[src/rtl/card_dealer.sv]
// card_dealer
//   Card source and hand accumulator sitting in front of the blackjack game
//   FSM. On a deal request it draws a rank (free-running LFSR or a forced
//   test rank), adds the card value to the selected hand with soft-ace
//   demotion, and hands back a card_ready handshake plus hand status.
//
// Optional feature macro: HIT_SOFT17_EN
//   defined   -> dealer_auto_hit also asserts on a soft 17
//   undefined -> dealer_auto_hit = (dealer_sum < DEALER_STAND) && !dealer_bust
//
// Ports
//   clk              system clock
//   rst              asynchronous reset, active low
//   deal_player      player card request (level, held until card_ready)
//   deal_dealer      dealer card request (level, held until card_ready)
//   clear_sums       synchronous clear of both hands, aborts an in-flight card
//   test_en          1 = take the rank from test_rank instead of the LFSR
//   test_rank[3:0]   forced rank; 0 or >13 is treated as 13
//   card_ready       card committed (READY/HOLD states)
//   last_rank[3:0]   rank of the most recently drawn card
//   player_sum[5:0]  player hand total (saturates at 63)
//   dealer_sum[5:0]  dealer hand total (saturates at 63)
//   player_bust      player_sum > BUST_LIMIT
//   dealer_bust      dealer_sum > BUST_LIMIT
//   dealer_auto_hit  dealer must take another card
//   player_cards     player card count, saturating at 15
//   dealer_cards     dealer card count, saturating at 15
module card_dealer #(
  parameter logic [15:0] LFSR_SEED    = 16'hACE1,
  parameter int          DEALER_STAND = 17,
  parameter int          BUST_LIMIT   = 21
) (
  input  logic       clk,
  input  logic       rst,
  input  logic       deal_player,
  input  logic       deal_dealer,
  input  logic       clear_sums,
  input  logic       test_en,
  input  logic [3:0] test_rank,
  output logic       card_ready,
  output logic [3:0] last_rank,
  output logic [5:0] player_sum,
  output logic [5:0] dealer_sum,
  output logic       player_bust,
  output logic       dealer_bust,
  output logic       dealer_auto_hit,
  output logic [3:0] player_cards,
  output logic [3:0] dealer_cards
);

  localparam logic [6:0] BUST7  = 7'(BUST_LIMIT);
  localparam logic [5:0] BUST6  = 6'(BUST_LIMIT);
  localparam logic [5:0] STAND6 = 6'(DEALER_STAND);

  typedef enum logic [2:0] {
    S_IDLE,
    S_DRAW,
    S_ADD,
    S_READY,
    S_HOLD
  } state_t;

  state_t      state, next_state;
  logic [15:0] lfsr;
  logic [15:0] lfsr_next;
  logic        tgt_player;
  logic [1:0]  player_soft;
  logic [1:0]  dealer_soft;

  logic [3:0]  draw_rank;
  logic        draw_ok;
  logic        req_held;
  logic [5:0]  cur_sum;
  logic [1:0]  cur_soft;
  logic [6:0]  sum7;
  logic [1:0]  soft_next;
  logic [5:0]  add_sum;

  function automatic logic [3:0] norm_rank(input logic [3:0] r);
    return ((r == 4'd0) || (r > 4'd13)) ? 4'd13 : r;
  endfunction

  function automatic logic [6:0] card_value(input logic [3:0] r);
    if (r == 4'd1)
      return 7'd11;
    else if (r >= 4'd10)
      return 7'd10;
    else
      return {3'b000, r};
  endfunction

  function automatic logic [5:0] sat_sum(input logic [6:0] s);
    return (s > 7'd63) ? 6'd63 : s[5:0];
  endfunction

  function automatic logic [3:0] sat_cnt(input logic [3:0] c);
    return (c == 4'hF) ? c : c + 4'd1;
  endfunction

  // Fibonacci LFSR, taps 16,14,13,11
  assign lfsr_next = {lfsr[14:0], lfsr[15] ^ lfsr[13] ^ lfsr[12] ^ lfsr[10]};

  // LFSR nibbles 0, 14 and 15 are not ranks; DRAW simply retries next cycle
  assign draw_rank = test_en ? norm_rank(test_rank) : lfsr[3:0];
  assign draw_ok   = test_en || ((lfsr[3:0] != 4'd0) && (lfsr[3:0] <= 4'd13));
  assign req_held  = tgt_player ? deal_player : deal_dealer;

  // Hand update for the card latched in last_rank; at most one ace demoted
  // per card keeps the soft count at 0 or 1 after every update.
  always_comb begin
    cur_sum   = tgt_player ? player_sum  : dealer_sum;
    cur_soft  = tgt_player ? player_soft : dealer_soft;
    sum7      = {1'b0, cur_sum} + card_value(last_rank);
    soft_next = cur_soft + {1'b0, (last_rank == 4'd1)};
    if ((sum7 > BUST7) && (soft_next != 2'd0)) begin
      sum7      = sum7 - 7'd10;
      soft_next = soft_next - 2'd1;
    end
    add_sum = sat_sum(sum7);
  end

  always_ff @(posedge clk or negedge rst) begin
    if (!rst)
      state <= S_IDLE;
    else
      state <= next_state;
  end

  always_comb begin
    next_state = state;
    case (state)
      S_IDLE:  if (deal_player || deal_dealer) next_state = S_DRAW;
      S_DRAW:  if (draw_ok) next_state = S_ADD;
      S_ADD:   next_state = S_READY;
      S_READY: if (!req_held) next_state = S_HOLD;
      S_HOLD:  next_state = S_IDLE;
      default: next_state = S_IDLE;
    endcase
    if (clear_sums)
      next_state = S_IDLE;
  end

  // ---- request latch / draw / accumulate ----
  always_ff @(posedge clk or negedge rst) begin
    if (!rst) begin
      lfsr         <= LFSR_SEED;
      card_ready   <= 1'b0;
      tgt_player   <= 1'b0;
      last_rank    <= 4'd0;
      player_sum   <= 6'd0;
      dealer_sum   <= 6'd0;
      player_soft  <= 2'd0;
      dealer_soft  <= 2'd0;
      player_cards <= 4'd0;
      dealer_cards <= 4'd0;
    end else begin
      lfsr       <= lfsr_next;
      card_ready <= (next_state == S_READY) || (next_state == S_HOLD);
      if (clear_sums) begin
        player_sum   <= 6'd0;
        dealer_sum   <= 6'd0;
        player_soft  <= 2'd0;
        dealer_soft  <= 2'd0;
        player_cards <= 4'd0;
        dealer_cards <= 4'd0;
      end else begin
        if ((state == S_IDLE) && (deal_player || deal_dealer))
          tgt_player <= deal_player;
        if ((state == S_DRAW) && draw_ok)
          last_rank <= draw_rank;
        if (state == S_ADD) begin
          if (tgt_player) begin
            player_sum   <= add_sum;
            player_soft  <= soft_next;
            player_cards <= sat_cnt(player_cards);
          end else begin
            dealer_sum   <= add_sum;
            dealer_soft  <= soft_next;
            dealer_cards <= sat_cnt(dealer_cards);
          end
        end
      end
    end
  end

  // ---- status flags from registered sums ----
  assign player_bust = (player_sum > BUST6);
  assign dealer_bust = (dealer_sum > BUST6);

`ifdef HIT_SOFT17_EN
  assign dealer_auto_hit = ((dealer_sum < STAND6) && !dealer_bust) ||
                           ((dealer_sum == 6'd17) && (dealer_soft != 2'd0));
`else
  assign dealer_auto_hit = (dealer_sum < STAND6) && !dealer_bust;
`endif

endmodule

[config.mk]
export PLATFORM = sky130hd
export DESIGN_NAME = card_dealer
export DESIGN_NICKNAME = d
export VERILOG_FILES = /design/src/rtl/card_dealer.sv
export SDC_FILE = /design/constraint.sdc
export NUM_CORES = 1
export LEC_CHECK = 0
export BUFFER_PORTS_ARGS = -buffer_cell sky130_fd_sc_hd__clkbuf_2
export CORE_MARGIN = 10
export CORE_UTILIZATION = 51
export DETAILED_ROUTE_END_ITERATION = 10
export GPL_ROUTABILITY_DRIVEN = 0
export PLACE_DENSITY_LB_ADDON = 0.3
export REMOVE_ABC_BUFFERS = 1
export SYNTH_ARGS = -nofsm -noshare
export SYNTH_HDL_FRONTEND = slang
export SYNTH_SLANG_ARGS = --single-unit
[constraint.sdc]
create_clock -name clk -period 2.9 [get_ports clk]
set_input_delay 0.725 -clock clk [delete_from_list [all_inputs] [get_ports clk]]
set_output_delay 0.725 -clock clk [all_outputs]
set_load 0.05 [all_outputs]
# [Yosys cells after proc, flatten, opt, wreduce, memory -nomap -nowiden]
# Cells that the tools add are included.
[totals] reg_bits=49 out_inout_bits=28
[op_classes] addsub=6 magnitude_cmp=8 n_eq_ne=11 muxes=35 bitwise_logic=4 n_reduce_logical=22
[ops] op="$mux 4" n=12
[ops] op="$mux 6" n=8
[ops] op="$mux 2" n=8
[ops] op="$gt 6x5->1 const B" n=2
[ops] op="$mux 3" n=4
[ops] op="$pmux 3 s4" n=1
[ops] op="$eq 3x2->1 const B" n=3
[ops] op="$add 4x1->4 const B" n=2
[ops] op="$eq 4x4->1 const B" n=2
[ops] op="$reduce_and 2->1" n=4
[ops] op="$add 6x7->7" n=1
[ops] op="$gt 7x5->1 const B" n=1
[ops] op="$gt 7x6->1 const B" n=1
[ops] op="$mux 7" n=1
[ops] op="$sub 7x4->7 const B" n=1
[ops] op="$lt 6x5->1 const B" n=1
[ops] op="$ne 2x2->1 const B" n=3
[ops] op="$reduce_and 3->1" n=2
[ops] op="$reduce_bool 2->1" n=3
[ops] op="$logic_and 1x1->1" n=5
[ops] op="$eq 4x1->1 const B" n=1
[ops] op="$ge 4x4->1 const B" n=1
[ops] op="$gt 4x4->1 const B" n=1
[ops] op="$le 4x4->1 const B" n=1
[ops] op="12 further kinds" n=17

# [Logic depth before layout (Yosys ltp)]
# Gate-level depths: netlist (run 1).
[depth] depth_word=12 depth_mapped=14 mapped_depth_nobuf=14

# [Least setup slack after synthesis (run 1)]
# Ideal clock, no wire load.
[synth_timing] path_type="register -> register" start="register last_rank[3]" end="register dealer_soft[1]" setup_time_ns=0.087 t_arrival_ns=3.085 required_time_ns=2.813 setup_slack_ns=-0.272 path_stages_with_launch=15 synth_period_minus_slack_ns=3.172 path_cell_list="dfrtp_1 inv_1 nand2_1 nor2_1 a211o_1 inv_1 fa_1 xnor2_1 ha_1 a21oi_1 o22ai_1 nand2_2 a31oi_4 mux2_4 a211oi_2"
[synth_between] elab_chain_len=10
[synth_lines] item="start, declared" line_no="41" text="output logic [3:0] last_rank,"
[synth_lines] item="start signal, assigned" line_no="170" text="last_rank <= draw_rank;"
[synth_lines] item="$ge 4x4->1" line_no="86" text="else if (r >= 4'd10)"
[synth_lines] item="$mux 4" line_no="86"
[synth_lines] item="$mux 4" line_no="84" text="if (r == 4'd1)"
[synth_lines] item="$add 6x7->7" line_no="113" text="sum7 = {1'b0, cur_sum} + card_value(last_rank);"
[synth_lines] item="$gt 7x5->1" line_no="115" text="if ((sum7 > BUST7) && (soft_next != 2'd0)) begin"
[synth_lines] item="$logic_and 1x1->1" line_no="115"
[synth_lines] item="$mux 2 (*)" line_no="115"
[synth_lines] item="$mux 2 (*)" line_no="172" text="if (tgt_player) begin"
[synth_lines] item="$mux 2 (*)" line_no="171" text="if (state == S_ADD) begin"
[synth_lines] item="$mux 2 (*)" line_no="159" text="if (clear_sums) begin"
[synth_lines] item="end signal, assigned" line_no="178" text="dealer_soft <= soft_next;"
[synth_lines] item="end, declared" line_no="68" text="logic [1:0] dealer_soft;"
# Every way passes the cells marked *; elsewhere a longest branch is shown, timed or not. The select of a mux whose other input is x is not followed.
# A chain may end at the register's enable or synchronous reset.

# [Final worst setup path (run 1)]
[layout_timing] start="register last_rank[2]" end="register dealer_soft[1]"
# The elaborated chain is that of the path after synthesis.

==> results of run 1 <==
sequential cells by signal (all words and copies together) (netlist names):
signal	cells
player_sum	6
dealer_cards	4
player_soft	2
dealer_soft	2
lfsr	16
tgt_player	1
card_ready	1
player_cards	4
last_rank	4
dealer_sum	6
state	3
cell usage after synthesis (5+ instances only):
cell type / n
dfstp_2: 8
inv_1: 10
xor2_1: 6
ha_1: 11
nand2_1: 13
nor3_1: 11
a211oi_1: 10
a21oi_1: 7
dfrtp_1: 41
clkbuf_1: 6
xnor2_1: 8
mux2i_1: 5
nor2_1: 36
a31oi_1: 6
mux2_2: 6
kinds of logic (layout without fill, tap and decap cells):
logic type | Yosys count | after routing | synth area share [%]
adders and majority gates | 12 | 12 | 6.05
AOI/OAI and AO/OA | 53 | 53 | 16.1
DFF | 49 | 49 | 47.4
muxes | 14 | 14 | 6.48
xor gates and xnor gates | 16 | 16 | 6.38
and+or+nand+nor | 81 | 81 | 14.8
buffers and inverters | 18 | 77 | 2.78
metrics by stage:
stage | cells | utilization [%] | worst slack [ns] | TNS, ns
CTS | 365 | 64.5 | 0.000660 | 0
floorplan | 235 | - | -0.272 | -1.36
global placement | 357 | 61.7 | 0.0181 | 0
global route | 369 | 68.7 | -0.168 | -1.97
finish | 369 | 68.7 | -0.00900 | -0.0125
detailed placement | 357 | 61.7 | -0.0923 | -0.538
worst max-delay path, cell delays in order (launching register included):
cell and delay, ns:
dfrtp_1 0.40, nor2_2 0.13, o21a_1 0.16, ha_2 0.20, inv_2 0.05, fa_2 0.38
xnor2_2 0.24, ha_2 0.24, a21oi_2 0.06, o22ai_4 0.12, nand2_2 0.10, a31oi_4 0.23
mux2_4 0.33, a211oi_2 0.17
metal layers:
metal	part of all wire, %	track usage, %	up-vias
met5	0	0	-
met4	1.5	5.22	0
met3	6.8	4.12	10
met2	49	23.3	73
met1	43	17.6	1009
li1	-	-	983
worst max-delay path by stage:
| stage | depth (start not counted) | slack (ns) | to |
|---|---|---|---|
| 3_5_place_dp | 13 | -0.09 | dealer_sum[4] |
| 2_1_floorplan | 14 | -0.27 | dealer_soft[1] |
| 4_1_cts | 12 | 0.0007 | dealer_sum[4] |
| 3_3_place_gp | 13 | 0.02 | dealer_sum[4] |
| 5_1_grt | 13 | -0.17 | dealer_sum[3] |
| 6_report | 13 | -0.009 | dealer_soft[1] |
power breakdown:
group          switching [µW]  internal [µW]  total (µW)
combinational             619            450        1070
sequential               44.8            728         773
clock                     252            265         516
area by class of cell:
| class | instances | share of cell area, % |
|---|---|---|
| Clock buffer | 5 | 2.06 |
| Clock inverter | 3 | 1.50 |
| Inverter | 10 | 1.13 |
| Multi-Input combinational cell | 176 | 44.6 |
| Sequential cell | 49 | 37.1 |
| Tap cell | 67 | 2.52 |
| Timing Repair Buffer | 59 | 11.1 |
timing repair:
action	CTS	global route
hold buffers	0	0
pin swaps	2	19
setup endpoints to repair	15	15
setup buffers	0	4
resized for setup	5	30
==> impl_metrics.csv, run 1 <==
group,metric,value,unit
status,status,"complete, but fails checks",
status,violations,"setup timing",
logic_synthesis,synth_area,2610,µm²
clock_tree,clock-root-buffer,"clkbuf_8",
global_route,grt_pass1_vias,2086,
logic_synthesis,ys_types,51,
sta,finalCritPeriodShare,100,%
floorplanning,core.rowCount,25,
drt,wirelength,6390,µm
worst_hold_path,hold_depth,0,
clock_tree,h-tree-depth,2,
drt,drc_errors,0,
cells_and_area,seq_area,1240,µm²
power,vdd_drop_max,359,µV
global_route,antenna_found_initial,0,
clock_tree,cts_tree,"done",
logic_synthesis,synth.avg_cell_area,10.7,µm²
floorplanning,dieWidth,91.5,µm
drt,drt_iter0_drc,154,
drt,firstDrtPassIters,4,
logic_synthesis,syn_inst,243,
setup_path,r2r-start,"last_rank[2]",
worst_hold_path,hold_end,"lfsr[10]",
clock_tree,ctsLongestPathBuffers,2,
logic_synthesis,ys_seq_area_share,47.4,%
global_route,grt_pass1_wl,10000,µm
sta,hold_viol,0,
logic_synthesis,synth_edf_count,0,
setup_path,r2r_end,"dealer_soft[1]",
drt,avgRoutedWirePerCell,17.3,µm
logic_synthesis,ys_top_cells_by_area,"dfrtp_1 (39%), dfstp_2 (8.1%), ha_1 (5.3%)",
setup_path,crit_arrival,3.14,ns
setup_path,crit_start,"last_rank[2]",
cells_and_area,diodes,0,
clock_tree,cts.sinks,49,
global_route,grt_max_degree,30,
cells_and_area,layout_commonest_cell,"dfrtp_1",
cells_and_area,multiInputGateArea,1490,µm²
setup_path,cp_max_fo,3,
setup_path,r2r_slack,-0.009,ns
sta,slew_viol_final,0,
sta,fin_crit,2.91,ns
floorplanning,coreArea,4850,µm²
setup_path,critPathCaptureType,"flop",
sta,fmax,344,MHz
clock_tree,path_clk_slew,0.10,ns
logic_synthesis,synth_seq_cells,49,
drt,routed_via_density,5.62,
cells_and_area,final_area,3330,µm²
floorplanning,ios,38,
worst_hold_path,holdCritStartpoint,"lfsr[9]",
floorplanning,die_h,91.5,µm
cells_and_area,area_growth,27.8,%
power,leakage,0.00155,µW
sta,setup_ws,-0.00900,ns
cells_and_area,drive_gt1_share,41.4,%
setup_path,critical_path_class,"flop to flop",
logic_synthesis,synth_ff_type,"dfrtp_1",
placed_design,placed_area,2990,µm²
sta,finalClockSkew,0.00790,ns
cells_and_area,fillers,349,
placed_design,port_buffers,37,
floorplanning,start_util,53.8,%
worst_hold_path,hp-class,"flop to flop",
sta,whs,0.349,ns
drt,vias,2075,
sta,worst_pin_slew,0.992,ns
setup_path,reg2reg_depth,13,
setup_path,crit_required,3.13,ns
clock_tree,cts_buffers,5,
clock_tree,worst_skew_pair.late_latency,0.31,ns
drt,ant_nets,0,
placed_design,dpl.hpwl,4490,µm
power,finalPower,2360,µW
sta,slew_headroom,33.7,%
sta,setup_viol,2,
sta,grt_setup_unrepaired,"yes",
global_route,grt-ovfl-total,0,
logic_synthesis,yosysTopAreaCellShare,39.3,%
cells_and_area,nets,323,
global_route,grt.total_usage,14.3,%
logic_synthesis,async_flop_share,100,%
setup_path,cp-start-kind,"flop",
floorplanning,die-area,8370,µm²
logic_synthesis,yosys_warnings,0,
power,power-per-cell-area,708,nW/µm²
cells_and_area,final_cell_mix,"dfrtp_1 (41), clkbuf_2 (37), nor2_1 (35)",
job,cap_violations,0,
logic_synthesis,yosysTopAreaCell,"dfrtp_1",
Power figures use the tool's default switching activity.
==> inputs of run 2 (changes only) <==
--- a/config.mk
+++ b/config.mk
@@ -5,12 +5,13 @@
 export SDC_FILE = /design/constraint.sdc
 export NUM_CORES = 1
 export LEC_CHECK = 0
-export BUFFER_PORTS_ARGS = -buffer_cell sky130_fd_sc_hd__clkbuf_2
+export BUFFER_PORTS_ARGS = -buffer_cell sky130_fd_sc_hd__buf_4
 export CORE_MARGIN = 10
-export CORE_UTILIZATION = 51
+export CORE_UTILIZATION = 58
 export DETAILED_ROUTE_END_ITERATION = 10
 export GPL_ROUTABILITY_DRIVEN = 0
 export PLACE_DENSITY_LB_ADDON = 0.3
+export RECOVER_POWER = 100
 export REMOVE_ABC_BUFFERS = 1
 export SYNTH_ARGS = -nofsm -noshare
 export SYNTH_HDL_FRONTEND = slang
==> constraint.sdc (replaced) <==
create_clock -name clk -period 3.45 [get_ports clk]
set_input_delay 0.8625 -clock clk [delete_from_list [all_inputs] [get_ports clk]]
set_output_delay 0.8625 -clock clk [all_outputs]
set_load 0.05 [all_outputs]
==> impl_metrics.csv, run 2 (synthesis gave the netlist of run 1 again) <==
group,metric,value,unit
status,status,"complete, but fails checks",
status,violations,"capacitance limit, slew limit",
cells_and_area,nets,303,
global_route,grt_pass1_vias,1922,
placed_design,dpl.hpwl,4040,µm
drt,routed_via_density,5.73,
job,cap_violations,1,
clock_tree,cts.sinks,49,
power,vdd_drop_max,272,µV
setup_path,critPathCaptureType,"flop",
floorplanning,dieWidth,87.1,µm
cells_and_area,drive_gt1_share,13.8,%
drt,drc_errors,0,
sta,worst_pin_slew,2.48,ns
drt,firstDrtPassIters,4,
global_route,grt.total_usage,14.9,%
sta,fin_crit,3.20,ns
sta,grt_setup_unrepaired,"no",
clock_tree,cts_tree,"done",
setup_path,critical_path_class,"flop to flop",
global_route,antenna_found_initial,0,
cells_and_area,largestRegisters,"lfsr: 16 flops, dealer_sum: 6 flops, player_sum: 6 flops",
floorplanning,die-area,7580,µm²
setup_path,cp-start-kind,"flop",
global_route,grt-ovfl-total,0,
setup_path,cp_max_fo,6,
cells_and_area,diodes,0,
sta,fin_tns_setup,0,ns
power,leakage,0.00129,µW
setup_path,crit_required,3.57,ns
drt,drt_iter0_drc,117,
cells_and_area,area_growth,10.9,%
clock_tree,path_clk_slew,0.09,ns
clock_tree,h-tree-depth,2,
floorplanning,core.rowCount,24,
cells_and_area,largest_reg_flops,16,
sta,hold_viol,0,
sta,finalCritPeriodShare,92.9,%
setup_path,crit_arrival,3.33,ns
placed_design,placedCellCount,326,
worst_hold_path,hp-class,"flop to flop",
floorplanning,ios,38,
sta,slew_viol_final,50,
drt,ant_nets,0,
sta,setup_viol,0,
floorplanning,start_util,59.9,%
clock_tree,worst_skew_pair.late_latency,0.30,ns
sta,finalClockSkew,0.00485,ns
global_route,grt_max_degree,50,
placed_design,port_buffers,37,
cells_and_area,final_cell_mix,"dfrtp_1 (41), nor2_1 (36), clkbuf_1 (33)",
floorplanning,die_h,87.1,µm
drt,vias,1915,
sta,fmax,312,MHz
power,power-per-cell-area,549,nW/µm²
sta,whs,0.354,ns
drt,wirelength,5430,µm
clock_tree,cts_buffers,5,
sta,slew_headroom,-65.6,%
floorplanning,coreArea,4350,µm²
cells_and_area,top_register,"lfsr",
clock_tree,postCtsSetupRepairBufs,0,
cells_and_area,fillers,365,
cells_and_area,layout_commonest_cell,"dfrtp_1",
clock_tree,clock-root-buffer,"clkbuf_8",
drt,avgRoutedWirePerCell,16.3,µm
clock_tree,ctsLongestPathBuffers,2,
cells_and_area,stdcell_count,334,
global_route,grt_pass1_wl,9120,µm
-- run 2: final timing paths --
path                       startpoint       endpoint  slack [ns]  cells past startpoint
min                           lfsr[4]        lfsr[5]        0.35                      0
min reg2reg                   lfsr[4]        lfsr[5]        0.35                      0
max in group asynchronous         rst  dealer_sum[4]        0.73                      1
max reg2reg                tgt_player  player_sum[4]        0.25                     12
min in group asynchronous         rst        lfsr[4]        1.32                      1
max                        tgt_player  player_sum[4]        0.25                     12
-- run 2: stage by stage --
| stage | util (%) | cell area, µm² | power (µW) | setup slack [ns] |
|---|---|---|---|---|
| finish | 66.4 | 2890 | 1590 | 0.246 |
| global route | 66.4 | 2890 | 1680 | 0.0343 |
| CTS | 69.2 | 3010 | 1620 | 0.223 |
| detailed placement | 67.3 | 2930 | 1290 | 0.283 |
| global placement | 67.3 | 2930 | 1280 | 0.385 |
| floorplan | - | 2570 | 1120 | 0.278 |
-- run 2: per-layer routing --
layer,global-route usage (%),routed length (µm),up-vias
met5,0,0,-
li1,-,-,943
met4,5.74,70,0
met1,19.0,2500,921
met3,4.78,321,7
met2,23.0,2540,44
-- run 2: power by group --
group          internal (µW)  total [µW]  switching [µW]
clock                    144         330             186
sequential               612         662            50.0
combinational            206         597             391
-- run 2: cell type report --
class	instances	area (µm²)	share of cell area, %
clock buffer	7	76.3	2.64
clock inverter	1	7.51	0.260
inverter	10	37.5	1.30
multi-input combinational	176	1290	44.7
sequential	49	1240	42.7
tap	52	65.1	2.25
timing repair buffer	39	176	6.10
-- run 2: critical path: stages (launching register included) --
cell and delay (ns):
dfrtp_1 0.50, mux2_1 0.38, ha_1 0.24, inv_1 0.07, fa_1 0.49, inv_1 0.13
ha_1 0.15, a21oi_1 0.04, o22ai_1 0.18, inv_1 0.07, a221o_1 0.34, a211oi_1 0.31
a211oi_1 0.12
-- run 2: repair_timing --
action / CTS / global route
hold endpoints to repair: 0 / 0
hold buffers: 0 / 0
setup endpoints to repair: 0 / 2
gates resized for setup: 0 / 1
==> inputs of run 3 (changes only) <==
--- a/config.mk
+++ b/config.mk
@@ -10,6 +10,7 @@
 export CORE_UTILIZATION = 58
 export DETAILED_ROUTE_END_ITERATION = 10
 export GPL_ROUTABILITY_DRIVEN = 0
+export MAX_ROUTING_LAYER = met4
 export PLACE_DENSITY_LB_ADDON = 0.3
 export RECOVER_POWER = 100
 export REMOVE_ABC_BUFFERS = 1
==> impl_metrics.csv, run 3 (synthesis gave the netlist of run 1 again) <==
group,metric,value,unit
status,status,"complete, but fails checks",
status,violations,"capacitance limit, slew limit",
cells_and_area,layout_commonest_cell,"dfrtp_1",
cells_and_area,largestRegisters,"lfsr: 16 flops, dealer_sum: 6 flops, player_sum: 6 flops",
clock_tree,clock-root-buffer,"clkbuf_8",
cells_and_area,drive_gt1_share,13.8,%
global_route,grt.total_usage,15.3,%
cells_and_area,area_growth,10.9,%
cells_and_area,diodes,0,
sta,worst_pin_slew,2.51,ns
sta,fin_tns_setup,0,ns
global_route,grt_max_degree,50,
setup_path,cp_max_fo,6,
setup_path,r2r-start,"tgt_player",
global_route,grt_pass1_wl,9130,µm
drt,drt_iter0_drc,93,
floorplanning,die-area,7580,µm²
global_route,busiest_layer,"met2",
drt,wirelength,5440,µm
clock_tree,worst_skew_pair.late_latency,0.31,ns
global_route,antenna_found_initial,0,
global_route,met2_usage,23.0,%
power,leakage,0.00129,µW
drt,routed_via_density,5.80,
power,power-per-cell-area,550,nW/µm²
sta,hold_viol,0,
clock_tree,cts_buffers,5,
sta,fmax,312,MHz
setup_path,critPathCaptureType,"flop",
clock_tree,cts_resized,0,
placed_design,port_buffers,37,
job,cap_violations,1,
worst_hold_path,hp-class,"flop to flop",
setup_path,cp-start-kind,"flop",
sta,finalCritPeriodShare,92.9,%
power,vdd_drop_max,275,µV
clock_tree,h-tree-depth,2,
cells_and_area,fillers,365,
global_route,globalRouteMet3Util,4.59,%
drt,avgRoutedWirePerCell,16.3,µm
global_route,grt_pass1_vias,1922,
cells_and_area,final_cell_mix,"dfrtp_1 (41), nor2_1 (36), clkbuf_1 (33)",
sta,finalClockSkew,0.00618,ns
cells_and_area,top_register,"lfsr",
floorplanning,dieWidth,87.1,µm
sta,slew_viol_final,50,
clock_tree,hold_buffers,0,
setup_path,r2r_end,"player_sum[4]",
global_route,grt-ovfl-total,0,
setup_path,r2r_slack,0.24,ns
setup_path,crit_arrival,3.33,ns
cells_and_area,largest_reg_flops,16,
setup_path,critical_path_class,"flop to flop",
drt,ant_nets,0,
cells_and_area,nets,303,
worst_hold_path,hold_depth,0,
floorplanning,coreArea,4350,µm²
worst_hold_path,holdCritStartpoint,"lfsr[4]",
placed_design,dpl.hpwl,4040,µm
global_route,grt_use_met1,19.1,%
clock_tree,postCtsSetupRepairBufs,0,
clock_tree,path_clk_slew,0.09,ns
sta,setup_viol,0,
drt,firstDrtPassIters,4,
clock_tree,cts_tree,"done",
setup_path,reg2reg_depth,12,
sta,setup_ws,0.244,ns
placed_design,pre_cts_slack,0.283,ns
floorplanning,die_h,87.1,µm
sta,fin_crit,3.21,ns
floorplanning,start_util,59.9,%
floorplanning,core.rowCount,24,
setup_path,crit_required,3.57,ns
floorplanning,ios,38,
sta,grt_setup_unrepaired,"no",
drt,vias,1937,
sta,slew_headroom,-67.0,%
clock_tree,cts.sinks,49,
drt,drc_errors,0,
worst_hold_path,hold_end,"lfsr[5]",
clock_tree,ctsLongestPathBuffers,2,
[run 3: cell counts in the layout (fill, tap and decap cells not counted)]
No cell type changed its count.
[run 3: cell type report]
type	instances	area (µm²)	share of cell area, %
inverter	10	37.5	1.30
timing repair buffer	39	176	6.10
multi-input combinational	176	1290	44.7
clock buffer	7	76.3	2.64
tap	52	65.1	2.25
sequential	49	1240	42.7
clock inverter	1	7.51	0.260
[run 3: how the worst max path moves through the flow]
stage                  from        endpoint  slack (ns)  cells after the start
2_1_floorplan  last_rank[3]  dealer_soft[1]        0.28                     14
3_3_place_gp     tgt_player  player_soft[1]        0.39                     12
3_5_place_dp     tgt_player  player_soft[1]        0.28                     12
4_1_cts          tgt_player  player_soft[1]        0.22                     12
5_1_grt          tgt_player  dealer_soft[1]        0.03                     12
6_report         tgt_player   player_sum[4]        0.24                     12
[run 3: report_power, final]
| group | total (µW) | internal (µW) | switching [µW] |
|---|---|---|---|
| clock | 331 | 144 | 187 |
| combinational | 598 | 206 | 392 |
| sequential | 662 | 612 | 50.2 |
[run 3: layer usage]
layer,vias to the layer above,wire (µm)
met5,-,0
met4,0,68
met3,7,313
met2,42,2530
met1,949,2530
li1,939,-
[run 3: per-stage QoR]
step / cells / cell area [µm²] / hold WS [ns] / total power (µW) / util, %
after floorplan: 235 / 2570 / 0.331 / 1120 / -
after global placement: 326 / 2930 / 0.334 / 1280 / 67.3
after detailed placement: 326 / 2930 / 0.341 / 1290 / 67.3
after CTS: 334 / 3010 / 0.358 / 1620 / 69.2
after global routing: 334 / 2890 / 0.365 / 1680 / 66.4
final: 334 / 2890 / 0.355 / 1590 / 66.4
[run 3: worst max-delay path: stages (launching register included)]
cell	delay, ns
dfrtp_1	0.50
mux2_1	0.38
ha_1	0.24
inv_1	0.07
fa_1	0.48
inv_1	0.13
ha_1	0.15
a21oi_1	0.04
o22ai_1	0.18
inv_1	0.07
a221o_1	0.34
a211oi_1	0.31
a211oi_1	0.12
